[src/rtl/alu_share_arb.sv]
// rtl/alu_share_arb.sv - two-requester round-robin arbiter time-sharing one 32-bit ALU
//
// Purpose: accepts one operation at a time from either of two requesters, runs it
// through a single shared combinational ALU and returns a registered result.
//
// Ports:
//   clk, rst      clock, synchronous active-high reset
//   req_valid/req_ready         per-requester request handshake (bit i = requester i)
//   req_a, req_b, req_op        per-requester operands and ALUop (slice i = requester i)
//   resp_valid/resp_ready       per-requester response handshake
//   resp_result, resp_flags     registered Result and {Overflow, CarryOut, Zero}
//   resp_err                    registered illegal-ALUop indication
//   busy                        high whenever an operation is in flight

module alu_share_alu #(
  parameter int DATA_WIDTH = 32
) (
  input  logic [DATA_WIDTH-1:0] a_i,
  input  logic [DATA_WIDTH-1:0] b_i,
  input  logic [2:0]            op_i,
  output logic [DATA_WIDTH-1:0] result_o,
  output logic                  overflow_o,
  output logic                  carry_o,
  output logic                  zero_o
);

  logic [DATA_WIDTH:0] sum;
  logic [DATA_WIDTH:0] diff;
  logic                ovf_add;
  logic                ovf_sub;

  assign sum  = {1'b0, a_i} + {1'b0, b_i};
  assign diff = {1'b0, a_i} + {1'b0, ~b_i} + {{DATA_WIDTH{1'b0}}, 1'b1};

  assign ovf_add = (a_i[DATA_WIDTH-1] == b_i[DATA_WIDTH-1]) &&
                   (sum[DATA_WIDTH-1] != a_i[DATA_WIDTH-1]);
  assign ovf_sub = (a_i[DATA_WIDTH-1] != b_i[DATA_WIDTH-1]) &&
                   (diff[DATA_WIDTH-1] != a_i[DATA_WIDTH-1]);

  always_comb begin
    result_o   = '0;
    overflow_o = 1'b0;
    carry_o    = 1'b0;
    case (op_i)
      3'b000: result_o = a_i & b_i;
      3'b001: result_o = a_i | b_i;
      3'b010: begin
        result_o   = sum[DATA_WIDTH-1:0];
        overflow_o = ovf_add;
        carry_o    = sum[DATA_WIDTH];
      end
      3'b110: begin
        result_o   = diff[DATA_WIDTH-1:0];
        overflow_o = ovf_sub;
        // Borrow is the inverse of the carry out of A + ~B + 1.
        carry_o    = ~diff[DATA_WIDTH];
      end
      3'b111: begin
        // Signed less-than: sign of the difference corrected for overflow.
        result_o   = {{(DATA_WIDTH-1){1'b0}}, diff[DATA_WIDTH-1] ^ ovf_sub};
        overflow_o = ovf_sub;
        carry_o    = ~diff[DATA_WIDTH];
      end
      default: result_o = '0;
    endcase
  end

  assign zero_o = (result_o == '0);

endmodule

module alu_share_arb #(
  parameter int DATA_WIDTH = 32,
  parameter int FLAG_W     = 3
) (
  input  logic                    clk,
  input  logic                    rst,
  input  logic [1:0]              req_valid,
  output logic [1:0]              req_ready,
  input  logic [2*DATA_WIDTH-1:0] req_a,
  input  logic [2*DATA_WIDTH-1:0] req_b,
  input  logic [5:0]              req_op,
  output logic [1:0]              resp_valid,
  input  logic [1:0]              resp_ready,
  output logic [DATA_WIDTH-1:0]   resp_result,
  output logic [FLAG_W-1:0]       resp_flags,
  output logic                    resp_err,
  output logic                    busy
);

  typedef enum logic [1:0] {IDLE, EXEC, RESP} state_t;

  state_t                state_q, state_d;
  logic                  g_q, g_d;
  logic                  prio_q, prio_d;
  logic [DATA_WIDTH-1:0] a_q, a_d;
  logic [DATA_WIDTH-1:0] b_q, b_d;
  logic [2:0]            op_q, op_d;
  logic [DATA_WIDTH-1:0] result_q, result_d;
  logic [FLAG_W-1:0]     flags_q, flags_d;
  logic                  err_q, err_d;

  logic                  grant;
  logic                  illegal;
  logic [DATA_WIDTH-1:0] alu_result;
  logic                  alu_ovf;
  logic                  alu_carry;
  logic                  alu_zero;

  // The ALU only ever sees the latched operands, so requester inputs may
  // change freely once accepted.
  alu_share_alu #(.DATA_WIDTH(DATA_WIDTH)) u_alu (
    .a_i        (a_q),
    .b_i        (b_q),
    .op_i       (op_q),
    .result_o   (alu_result),
    .overflow_o (alu_ovf),
    .carry_o    (alu_carry),
    .zero_o     (alu_zero)
  );

  assign illegal = (op_q == 3'b011) || (op_q == 3'b100) || (op_q == 3'b101);

  // Tie goes to the priority pointer; otherwise the single valid requester wins.
  assign grant = (&req_valid) ? prio_q : req_valid[1];

  always_comb begin
    state_d    = state_q;
    g_d        = g_q;
    prio_d     = prio_q;
    a_d        = a_q;
    b_d        = b_q;
    op_d       = op_q;
    result_d   = result_q;
    flags_d    = flags_q;
    err_d      = err_q;
    req_ready  = 2'b00;
    resp_valid = 2'b00;
    case (state_q)
      IDLE: begin
        if (|req_valid) begin
          req_ready[grant] = 1'b1;
          g_d     = grant;
          a_d     = grant ? req_a[2*DATA_WIDTH-1:DATA_WIDTH] : req_a[DATA_WIDTH-1:0];
          b_d     = grant ? req_b[2*DATA_WIDTH-1:DATA_WIDTH] : req_b[DATA_WIDTH-1:0];
          op_d    = grant ? req_op[5:3] : req_op[2:0];
          state_d = EXEC;
        end
      end
      EXEC: begin
        if (illegal) begin
          result_d = '0;
          flags_d  = '0;
          err_d    = 1'b1;
        end else begin
          result_d = alu_result;
          flags_d  = {alu_ovf, alu_carry, alu_zero};
          err_d    = 1'b0;
        end
        state_d = RESP;
      end
      RESP: begin
        resp_valid[g_q] = 1'b1;
        if (resp_ready[g_q]) begin
          prio_d  = ~g_q;
          state_d = IDLE;
        end
      end
      default: state_d = IDLE;
    endcase
  end

  always_ff @(posedge clk) begin
    if (rst) begin
      state_q  <= IDLE;
      g_q      <= 1'b0;
      prio_q   <= 1'b0;
      a_q      <= '0;
      b_q      <= '0;
      op_q     <= '0;
      result_q <= '0;
      flags_q  <= '0;
      err_q    <= 1'b0;
    end else begin
      state_q  <= state_d;
      g_q      <= g_d;
      prio_q   <= prio_d;
      a_q      <= a_d;
      b_q      <= b_d;
      op_q     <= op_d;
      result_q <= result_d;
      flags_q  <= flags_d;
      err_q    <= err_d;
    end
  end

  assign resp_result = result_q;
  assign resp_flags  = flags_q;
  assign resp_err    = err_q;
  assign busy        = (state_q != IDLE);

endmodule

[config.mk]
export PLATFORM = sky130hd
export DESIGN_NAME = alu_share_arb
export DESIGN_NICKNAME = d
export VERILOG_FILES = /design/src/rtl/alu_share_arb.sv
export SDC_FILE = /design/constraint.sdc
export NUM_CORES = 1
export LEC_CHECK = 0
export ABC_AREA = 1
export BUFFER_PORTS_ARGS = -buffer_cell sky130_fd_sc_hd__buf_2
export CAP_MARGIN = 20
export CORE_MARGIN = 2
export CORE_UTILIZATION = 53
export CTS_BUF_LIST = sky130_fd_sc_hd__clkbuf_16
export DETAILED_ROUTE_END_ITERATION = 16
export GPL_TIMING_DRIVEN = 0
export HOLD_SLACK_MARGIN = 0.03
export PLACE_DENSITY = 0.8
export REMOVE_ABC_BUFFERS = 1
export SYNTH_ARGS = -nofsm -noshare
export SYNTH_HDL_FRONTEND = slang
export SYNTH_SLANG_ARGS = --single-unit
[constraint.sdc]
create_clock -name clk -period 3.27 [get_ports clk]
set_input_delay 0.654 -clock clk [delete_from_list [all_inputs] [get_ports clk]]
set_output_delay 0.654 -clock clk [all_outputs]
set_load 0.02 [all_outputs]
**After elaboration in Yosys (flattened, before gate mapping)**

Cells that the tools add are included.

- Reduce and logical (&&, ||, !) cells: 16
- Mux-type cells: 22
- $lt $le $gt $ge: 4
- Bitwise logic cells: 6
- Add/subtract/negate cells: 3
- Equal/unequal tests: 15

Operators with widths:

| operator | count |
|---|---|
| 32-bit case mux with 5 select lines | 1 |
| 32-bit two-way mux | 3 |
| 32-bit by 32-bit adder with 33-bit output | 2 |
| 33-bit by 1-bit adder with 33-bit output (second input constant) | 1 |
| 32-bit AND | 1 |
| 32-bit zero test | 1 |
| 32-bit inverter | 1 |
| 32-bit OR | 1 |
| 3-bit == test (second input constant) | 4 |
| 2-bit two-way mux | 5 |
| 2-bit AND reduction | 4 |
| 3-bit by 2-bit == test with 1-bit output (second input constant) | 2 |
| 1-bit two-way mux | 6 |
| 3-bit two-way mux | 2 |
| 2-bit case mux with 3 select lines | 1 |
| 1-bit logical AND | 4 |
| 1-bit by 2-bit < comparator with 1-bit output (second input constant) | 2 |
| 2-bit != test (second input constant) | 2 |
| 1-bit case mux with 2 select lines | 2 |
| 2-bit OR reduction | 2 |
| 3-bit by 1-bit == test with 1-bit output (second input constant) | 1 |
| 3-bit zero test | 1 |
| 1-bit != test | 3 |
| 1-bit demux with 1-bit select | 2 |
| other kinds (9) | 12 |

- Register bits after elaboration: 107
- Bits of input ports: 140
- Output and inout port bits: 41
- Word-level logic and storage cells: 75

**Logic depth before layout (Yosys ltp)**

Gate-level depths: netlist of run 1.

- Word-level depth: 9
- Depth in mapped cells: 27
- Gate-level depth less buffers: 26

**Modules after synthesis**

Synthesis of run 1 repeated with hierarchy kept, for this count alone.

- Cells, all modules: 2076
- Area, all modules: 11805.1 µm²

By module, submodules not included:

| module | instances | area each (µm²) | sequential area each (µm²) | cells an instance |
|---|---|---|---|---|
| alu_share_alu | 1 | 6741.5 | 0.0 | 1337 |
| alu_share_arb | 1 | 5063.6 | 2142.1 | 739 |

**Worst setup path before layout of run 1**

Ideal clock, no wire load.

- Kind: register to register
- Start point: register a_q[2]
- End point: register flags_q[0], in the netlist resp_flags[0]
- Clock period less this slack: 3089 ps
- Cell stages (with the launch flop): 23
- Arrival time: 3021 ps
- Slack: 181 ps
- Required time: 3203 ps
- Setup time: 67 ps
- Path buffers: 1
- Cells stage by stage: dfxtp_1 -> inv_1 -> ha_1 -> buf_6 -> nor2_1 -> nand2_1 -> nand2_1 -> nand2_1 -> nand2_1 -> nand2_1 -> nand2_2 -> nand2_1 -> nand2_1 -> a21oi_1 -> o21ai_0 -> fa_1 -> a221oi_1 -> nand3_1 -> nor2_1 -> nand4_1 -> nor2_1 -> nand2_1 -> a21oi_2

- Word-level cells in the longest chain between the ends: 8
- Elaborated cells between the ends (all ways): 11
- Classes of those cells: add/sub (3); eq/ne (1); mux (2); bitwise (3); reduce/logical (2)

Ends and longest elaborated chain:

| what | line | RTL |
|---|---|---|
| start: declaration | 96 | `logic [DATA_WIDTH-1:0] a_q, a_d;` |
| start signal: assignment | 178 | `a_q <= '0;` |
| start signal: assignment | 188 | `a_q <= a_d;` |
| 32-bit by 32-bit adder with 33-bit output | 33 | `assign diff = {1'b0, a_i} + {1'b0, ~b_i} + {{DATA_WIDTH{1'b0}}, 1'b1};` |
| 33-bit by 1-bit adder with 33-bit output | 33 |  |
| 1-bit != test | 38 | `(diff[DATA_WIDTH-1] != a_i[DATA_WIDTH-1]);` |
| 1-bit logical AND | 37 | `assign ovf_sub = (a_i[DATA_WIDTH-1] != b_i[DATA_WIDTH-1]) &&` |
| 1-bit XOR | 60 | `result_o = {{(DATA_WIDTH-1){1'b0}}, diff[DATA_WIDTH-1] ^ ovf_sub};` |
| 32-bit case mux with 5 select lines * | 44 | `case (op_i)` |
| 32-bit zero test * | 68 | `assign zero_o = (result_o == '0);` |
| 3-bit two-way mux * | 151 | `if (illegal) begin` |
| end signal: assignment | 192 | `flags_q <= flags_d;` |
| end: declaration | 100 | `logic [FLAG_W-1:0] flags_q, flags_d;` |

Every way passes the cells marked *; elsewhere a longest branch is shown, timed or not.
A chain may end at the register's enable or synchronous reset.

**Worst setup path after layout of run 1**

- Start point: register a_q[12]
- End point: register flags_q[0], in the netlist resp_flags[0]

The elaborated chain is that of the path after synthesis.

==> results.md, run 1 <==
| Stage | Metric | Reported |
|---|---|---|
| sta | Upper clock frequency limit | 292.8 MHz |
| global route | Total overflow reported by the global router | 0 |
| final layout | Area growth, synth to finish | 25.57% |
| cts | Clock tree from TritonCTS | yes |
| final layout | Fill count | 1,894 |
| critical path | Data required time at the worst endpoint | 3560 ps |
| final layout | Utilization of the core after routing | 67.20% |
| power and ir drop | Leakage dissipation | 0.007367 uW |
| sta | Total of endpoints with negative setup slack in the final report | 1 |
| logic synthesis | Post-synth EDFFs | 0 |
| final layout | Sequential standard cell area | 0.002210 mm2 |
| sta | Final setup TNS | -145.3 ps |
| sta | Headroom to the max-slew limit | 19.70% |
| routing | Via count | 12,740 |
| sta | Unrepaired setup endpoints after global routing | yes |
| outcome | Violations in the final reports | setup timing |
| logic synthesis | Number of flip-flops and latches in the synthesized netlist | 107 |
| logic synthesis | Syn. warnings | 0 |
| logic synthesis | Average footprint of a synthesized cell | 5.695 um2 |
| cts | Number of buffers on the longest clock path | 2 |
| worst hold path | Hold Path Stages | 2 |
| cts | Clock latency on the worst-skew pair | 370 ps |
| global route | GRT Total Usage | 37.04% |
| worst hold path | Hold Path Class | flip-flop to flip-flop |
| floorplanning | Cell Rows | 52 |
| cts | Hold_buf cts | 0 |
| floorplanning | Total I/O pin count | 181 |
| critical path | Element type at the critical path start | flip-flop |
| routing | First-pass detailed-route iteration total | 6 |
| sta | Max Transition Viols Final | 0 |
| sta | Setup slack of the critical path after layout | -145.3 ps |
| final layout | Number of nets in the finished design | 2,341 |
| global route | Wire length of the first global-routing pass | 62.59 mm |
| final layout | Combined area of the multi-input logic cells | 0.007468 mm2 |
| routing | Routed via count divided by cell count | 5.372 |
| sta | Number of hold-slack violations in the final timing report | 0 |
| sta | Fin crit period | 3415 ps |
| outcome | Outcome | complete, but fails checks |
| global route | Initial antenna violation count | 0 |
| power and ir drop | Switching part of the total | 46.27% |
| routing | Number of DRC violations after detailed routing | 0 |
| worst hold path | Startpoint of the most critical hold path | resp_flags[1] |
| cts | Total CTS buffers | 9 |
| critical path | Flop-to-flop setup slack | -150 ps |
| power and ir drop | Power share of the combinational group | 55.9% |
| logic synthesis | Sequential cell area fraction in the yosys report | 19.97% |
| power and ir drop | Share of total power in the clock network | 18.4% |
| routing | Starting DRT DRC Count | 1,329 |
| logic synthesis | Synthesized instance count | 1,883 |
| global route | Largest net degree at the start of global routing | 67 |
| logic synthesis | Share of async-settable or async-resettable flops after synthesis | 0% |
| routing | Routed Wire Length | 40.19 mm |
| global route | Number of global-route vias before repair | 11,690 |
| floorplanning | Initial core utilization | 53.52% |
| final layout | Share of post-route cells with drive strength above 1 | 22.89% |
| critical path | Kind of critical path | flip-flop to flip-flop |
| place | Placer congestion estimate | 0.9823 |
| critical path | Start of the worst register-to-register path | a_q[12] |
| place | # port buffers | 180 |
| critical path | Arrival time of data at the critical path endpoint | 3710 ps |
| place | Post-detail-place hpwl | 29.32 mm |
| routing | Remaining number of nets flagged by the antenna check after routing | 0 |
| cts | Reg clk slew, reported paths | 80 ps |
| logic synthesis | Number of distinct standard cells referenced by the synthesized netlist | 41 |
| logic synthesis | Predominant post-synthesis flop cell | dfxtp_1 |
| sta | Fin Clk Skew | 13.65 ps |
| cts | H-tree Lvls | 3 |
| cts | Cell at the root of the clock tree | clkbuf_16 |
| sta | Final Cycle Share | 104.4% |
| floorplanning | Horiz. Die Dim | 146.2 um |
| floorplanning | Die outline height | 146.2 um |
| critical path | Reg2reg path depth | 25 |
| cts | Clock Sinks | 107 |
| sta | Transition time at the pin with the least slew margin | 1192 ps |
| worst hold path | WHS Endpoint | resp_flags[1] |
| critical path | Largest driver fanout on the critical path | 5 |
| power and ir drop | Total power divided by cell area | 451.4 mW/mm2 |
| run | Number of maximum-capacitance constraint violations | 0 |
| final layout | Ant. Diodes | 0 |
| power and ir drop | Part of the total power dissipated in sequential elements | 25.7% |
| power and ir drop | Reported net switching power | 2813 uW |
| critical path | Critical Path End Type | flip-flop |
| critical path | Worst r2r dst | resp_flags[0] |
| power and ir drop | Int Pwr | 3266 uW |
| floorplanning | Area of the die | 0.02139 mm2 |
| floorplanning | Core area | 0.02004 mm2 |
| power and ir drop | Maximum vdd ir drop | 0.0003187 V |
| logic synthesis | Cell area after synthesis | 0.01072 mm2 |
| routing | WL per Instance | 16.95 um |
-- flip-flops by register name, indices dropped and copies added, names as in the netlist --
register     count
resp_flags       3
op_q             3
a_q             32
prio_q           1
b_q             32
state_q          2
resp_err         1
g_q              1
resp_result     32
-- metal layers --
metal	vias up	GRT usage [%]	share of wire, %
li1	6277	-	-
met3	54	5.438	8.8
met2	585	58.84	43
met1	5821	52.95	46
met4	0	9.078	2.2
met5	-	0	0
-- cells in the final DEF (no fill, tap or decap), types with 13 or more instances in the layout --
cell type,count
o211ai_1,45
o21ai_0,73
a21oi_1,47
buf_2,180
nand2_2,26
nand4_1,19
ha_1,73
dfxtp_1,57
a31oi_1,35
nor2_4,13
inv_1,335
buf_4,81
dfxtp_2,48
nor2_1,152
ha_4,28
o22ai_1,28
inv_2,28
nand2_1,588
nor3_1,15
nand3_1,117
nor2_2,16
-- layout make-up --
cell class,instances,area share [%]
Inverter,375,10.64
Multi-Input combinational cell,1332,55.46
Timing Repair Buffer,271,12.87
Clock inverter,7,0.4460
Clock buffer,9,1.672
Tap cell,270,2.509
Sequential cell,107,16.41
-- synthesized netlist by cell type (2+ instances only) --
master    instances  area (um2)
buf_4             8       60.06
nand4_1          19       118.9
a31oi_1          35       219.0
buf_2            15       75.07
a21oi_2           3       26.28
o21ai_0          79       395.4
nand3_1         118       590.6
inv_1           366        1374
ha_1            102        1276
nor2_1          170       638.1
and2_1            2       12.51
clkbuf_1         40       150.1
nor3_1           16       80.08
a21oi_1          51       255.2
o22ai_1          28       175.2
xnor2_1           2       17.52
clkinv_1          4       15.01
nand3_2           4       40.04
xor2_1            4       35.03
nand2_1         610        2290
nand2_2           5       31.28
dfxtp_1         107        2142
fa_1              3       60.06
inv_2             5       18.77
nor2_2           10       62.56
o31ai_1           2       15.01
o21bai_1          9       67.56
nand3b_1          5       37.54
o211ai_1         45       337.8
buf_1             5       18.77
-- worst max-delay path: stages (launching register included) --
cell and delay, ps:
dfxtp_4 370, inv_4 50, ha_4 270, buf_6 130
nor2_4 130, nand2_2 80, nor2_2 120, nand2_2 70
nand2_2 90, nand2_2 70, nand2_2 100, a21oi_4 70
o21ai_2 140, fa_2 270, nor2_1 50, nand2_1 50
o211ai_1 100, nor2_2 170, nand4_1 120, nor2_1 120
nand2_1 80, nor2_2 120, nand4_1 220, nor2_1 160
nand2_1 80, a21oi_2 110
-- how the worst max path moves through the flow --
stage | startpoint | endpoint | slack [ps] | cells past startpoint
after floorplan | req_valid[0] | req_ready[0] | -870 | 4
after global placement | req_valid[0] | req_ready[0] | -3890 | 6
after detailed placement | req_valid[0] | req_ready[0] | -1270 | 7
after CTS | b_q[2] | resp_flags[0] | -170 | 21
after global routing | b_q[2] | resp_flags[0] | -290 | 21
final | a_q[12] | resp_flags[0] | -150 | 25
-- metrics by stage --
| stage | hold WS (ps) | worst slack (ps) | power [uW] | std cells | area (um2) |
|---|---|---|---|---|---|
| 2_1_floorplan | 443.5 | -868.4 | 3316 | 1813 | 10400 |
| 3_3_place_gp | 453.7 | -3895 | 4084 | 2263 | 11640 |
| 3_5_place_dp | 475.1 | -1267 | 4167 | 2270 | 11840 |
| 4_1_cts | 488.0 | -168.1 | 5876 | 2356 | 13280 |
| 5_1_grt | 510.4 | -287.2 | 6454 | 2371 | 13470 |
| 6_report | 488.8 | -145.3 | 6079 | 2371 | 13470 |
-- power groups by stage --
stage	Clock, uW	Sequential (uW)	Combinational [uW]
2_1_floorplan	0	1610	1700
3_3_place_gp	0	1570	2510
6_report	1120	1560	3400
4_1_cts	1140	1560	3180
3_5_place_dp	0	1580	2590
5_1_grt	1170	1580	3700
-- logic make-up (layout without fill, tap and decap cells) --
group / count (synthesis) / in the layout / synth area share (%)
fa+ha+maj: 105 / 105 / 12.46
flops: 107 / 107 / 19.97
compound gates: 257 / 257 / 14.27
xor+xnor: 6 / 6 / 0.4900
simple gates: 962 / 963 / 36.60
mux: 1 / 1 / 0.09334
buf+inv: 445 / 662 / 16.11
-- timing repair --
action,CTS,global route
cloned,1,0
pin swaps,54,34
gates resized for setup,196,25
endpoints found under the setup margin,39,2
buffers inserted,69,14
Power figures use the tool's default switching activity.
==> run 2, diff against run 1 <==
--- a/config.mk
+++ b/config.mk
@@ -8,13 +8,13 @@
 export ABC_AREA = 1
 export BUFFER_PORTS_ARGS = -buffer_cell sky130_fd_sc_hd__buf_2
 export CAP_MARGIN = 20
-export CORE_MARGIN = 2
+export CORE_MARGIN = 3
 export CORE_UTILIZATION = 53
 export CTS_BUF_LIST = sky130_fd_sc_hd__clkbuf_16
 export DETAILED_ROUTE_END_ITERATION = 16
 export GPL_TIMING_DRIVEN = 0
 export HOLD_SLACK_MARGIN = 0.03
-export PLACE_DENSITY = 0.8
+export PLACE_DENSITY_LB_ADDON = 0.15
 export REMOVE_ABC_BUFFERS = 1
 export SYNTH_ARGS = -nofsm -noshare
 export SYNTH_HDL_FRONTEND = slang
==> run 2 against run 1 <==
Compared with the run above: the run still ends with setup timing left; highest routed layer unchanged; clock-buffer cell count unchanged; largest cell class unchanged; clock skew increased by 3.0 ps; sequential power about the same; worst hold slack got worse by 14 ps; first-iteration DRC count fell by 6.7%; critical path depth down 4; clock power down 5%; cell count shrank 0.25%.
==> results.md, run 2 (synthesis results as in run 1) <==
| Stage | Metric | Reported | Delta |
|---|---|---|---|
| power and ir drop | Share of total power in the clock network | 17.5% | -0.9 points |
| critical path | Data required time at the worst endpoint | 3560 ps | about the same |
| floorplanning | Total I/O pin count | 181 | unchanged |
| sta | Final setup TNS | -58.79 ps | +86.50 ps |
| global route | GRT Total Usage | 35.52% | -1.5 points |
| sta | Setup slack of the critical path after layout | -58.79 ps | +86.50 ps |
| place | # port buffers | 180 | unchanged |
| global route | Total overflow reported by the global router | 0 | unchanged |
| sta | Upper clock frequency limit | 300.4 MHz | +2.6% |
| final layout | Most common cell after layout, fill and taps aside | nand2_1 |  |
| floorplanning | Core area | 0.01965 mm2 | -1.9% |
| critical path | Buf/Inv on CP | 2 | unchanged |
| sta | Fin crit period | 3329 ps | -86.50 ps |
| final layout | Share of post-route cells with drive strength above 1 | 24.00% | +1.1 points |
| final layout | Fill count | 1,758 | -7.2% |
| power and ir drop | Maximum vdd ir drop | 0.0003627 V | +14% |
| power and ir drop | Part of the total power dissipated in sequential elements | 25.9% | +0.2 points |
| cts | Total CTS buffers | 9 | unchanged |
| power and ir drop | Leakage dissipation | 0.007361 uW | about the same |
| sta | Final Cycle Share | 101.8% | -2.6 points |
| power and ir drop | Total power divided by cell area | 448.5 mW/mm2 | -0.65% |
| cts | Clock latency on the worst-skew pair | 370 ps | about the same |
| power and ir drop | Power share of the combinational group | 56.5% | +0.6 points |
| place | Post-detail-place hpwl | 28.99 mm | -1.1% |
| final layout | Area growth, synth to finish | 25.77% |  |
| floorplanning | Initial core utilization | 54.56% | +1.0 points |
| outcome | Violations in the final reports | setup timing |  |
| critical path | Largest delay contributor family on the critical path | simple AND/OR/NAND/NOR gates |  |
| worst hold path | Hold Path Class | flip-flop to flip-flop |  |
| sta | Unrepaired setup endpoints after global routing | yes |  |
| place | Placer congestion estimate | 0.9902 | +0.80% |
| floorplanning | Area of the die | 0.02198 mm2 | +2.8% |
| routing | First-pass detailed-route iteration total | 6 | unchanged |
| power and ir drop | Reported net switching power | 2792 uW | -0.73% |
| critical path | Largest driver fanout on the critical path | 4 | -1 |
| cts | Cell at the root of the clock tree | clkbuf_16 |  |
| sta | Total of endpoints with negative setup slack in the final report | 1 | unchanged |
| sta | Fin Clk Skew | 16.60 ps | +2.955 ps |
| sta | Transition time at the pin with the least slew margin | 1124 ps | -68.24 ps |
| cts | Number of buffers on the longest clock path | 2 | unchanged |
| outcome | Outcome | complete, but fails checks |  |
| power and ir drop | Switching part of the total | 46.16% | -0.11 points |
| routing | Number of DRC violations after detailed routing | 0 | unchanged |
| routing | Via count | 12,690 | -0.37% |
| floorplanning | Die outline height | 148.2 um | +1.4% |
| routing | WL per Instance | 16.86 um | -0.54% |
| place | Worst Setup Slack post-DPL | -1136 ps | +131.6 ps |
| final layout | Ant. Diodes | 0 | unchanged |
| global route | Wire length of the first global-routing pass | 61.99 mm | -0.96% |
| final layout | Commonest cells after routing, fill and taps aside | nand2_1 (586), inv_1 (319), buf_2 (180) |  |
| cts | Clock Sinks | 107 | unchanged |
| critical path | Critical Path End Type | flip-flop |  |
| cts | H-tree Lvls | 3 | unchanged |
| routing | Starting DRT DRC Count | 1,240 | -6.7% |
| sta | Headroom to the max-slew limit | 25.01% | +5.3 points |
| global route | Largest net degree at the start of global routing | 67 | unchanged |
| cts | Reg clk slew, reported paths | 80 ps | about the same |
| floorplanning | Cell Rows | 51 | -1.9% |
| cts | Clock tree from TritonCTS | yes |  |
| run | Number of maximum-capacitance constraint violations | 0 | unchanged |
| routing | Routed via count divided by cell count | 5.366 | -0.12% |
| sta | Max Transition Viols Final | 0 | unchanged |
| final layout | Number of nets in the finished design | 2,340 | -0.043% |
| critical path | Cell-by-cell trace of the critical path | inv_1 > ha_4 > inv_2 > nand2_2 > nand2_2 > nand2_1 > nand2_2 > a21oi_4 > nand2_4 > nand2_4 > nand2_4 > a21oi_4 > o21ai_2 > fa_2 > a221oi_2 > nand3_2 > nor2_1 > nand4_1 > nor2_1 > nand2_1 > a21oi_2 |  |
| routing | Routed Wire Length | 39.87 mm | -0.79% |
| critical path | Arrival time of data at the critical path endpoint | 3620 ps | -90 ps |
| sta | Number of hold-slack violations in the final timing report | 0 | unchanged |
| critical path | Kind of critical path | flip-flop to flip-flop |  |
| critical path | Cell with the biggest individual delay on the critical path | fa_2 |  |
| floorplanning | Horiz. Die Dim | 148.2 um | +1.4% |
| global route | Initial antenna violation count | 0 | unchanged |
| critical path | Biggest cell delay along the critical path | 430 ps | +60 ps |
| power and ir drop | Int Pwr | 3257 uW | -0.30% |
| routing | Remaining number of nets flagged by the antenna check after routing | 0 | unchanged |
| global route | Number of global-route vias before repair | 11,790 | +0.83% |
| critical path | Element type at the critical path start | flip-flop |  |
## run 2: cell types whose count changed in the layout (fill, tap and decap cells not counted), sizes merged
cell / delta
clkinvlp: +1
clkinv: +2
buf: -1
inv: -3
## run 2: repair_timing
item,CTS,global route
endpoints found under the setup margin,39,3
hold buffers,0,0
resized for setup,222,38
cloned,1,0
setup buffers,69,15
pin swaps,60,39
endpoints found under the hold margin,0,0
## run 2: area by class of cell
cell class / count / area [um2] / area share, %
Clock buffer: 9 / 225.2 / 1.670
Clock inverter: 7 / 45.04 / 0.3340
Inverter: 375 / 1441 / 10.69
Multi-Input combinational cell: 1332 / 7543 / 55.93
Sequential cell: 107 / 2220 / 16.46
Tap cell: 265 / 331.6 / 2.458
Timing Repair Buffer: 270 / 1682 / 12.47
## run 2: worst register-to-register path, cell delays in order, from the launching register on
cell and delay [ps]:
dfxtp_2 330, inv_1 70, ha_4 320, inv_2 50, nand2_2 60, nand2_2 70
nand2_1 90, nand2_2 90, a21oi_4 150, nand2_4 90, nand2_4 100, nand2_4 60
a21oi_4 170, o21ai_2 80, fa_2 430, a221oi_2 280, nand3_2 220, nor2_1 180
nand4_1 110, nor2_1 120, nand2_1 80, a21oi_2 110
## run 2: power groups by stage
stage | Combinational (uW) | Sequential [uW] | Clock [uW]
2_1_floorplan | 1700 | 1610 | 0
3_3_place_gp | 2500 | 1570 | 0
3_5_place_dp | 2580 | 1580 | 0
4_1_cts | 3200 | 1560 | 1070
5_1_grt | 3720 | 1580 | 1120
6_report | 3420 | 1570 | 1060
## run 2: path summary, 6_finish.rpt
kind	startpoint	endpoint	slack, ps	depth (start not counted)
worst max-delay path	a_q[10]	resp_flags[0]	-60	21
worst min-delay path	resp_flags[1]	resp_flags[1]	480	2
worst max register to register	a_q[10]	resp_flags[0]	-60	21
worst min register to register	resp_flags[1]	resp_flags[1]	480	2
## run 2: layer usage
metal | track usage, % | vias to the layer above | wire length (um) | share of wire (%)
li1 | - | 6272 | - | -
met5 | 0 | - | 0 | 0
met1 | 50.48 | 5703 | 17890 | 45
met4 | 10.72 | 0 | 962 | 2.4
met3 | 6.338 | 66 | 3825 | 9.6
met2 | 55.08 | 649 | 17190 | 43
## run 2: through the flow
stage / hold WS (ps) / power, uW / util (%) / std cells / instance area (um2)
after floorplan: 443.5 / 3316 / - / 1813 / 10400
after global routing: 493.1 / 6422 / 68.63 / 2365 / 13490
final: 475.3 / 6049 / 68.63 / 2365 / 13490
after CTS: 473.6 / 5834 / 67.71 / 2350 / 13310
after detailed placement: 456.3 / 4156 / 60.06 / 2264 / 11810
after global placement: 457.3 / 4076 / 59.21 / 2258 / 11640
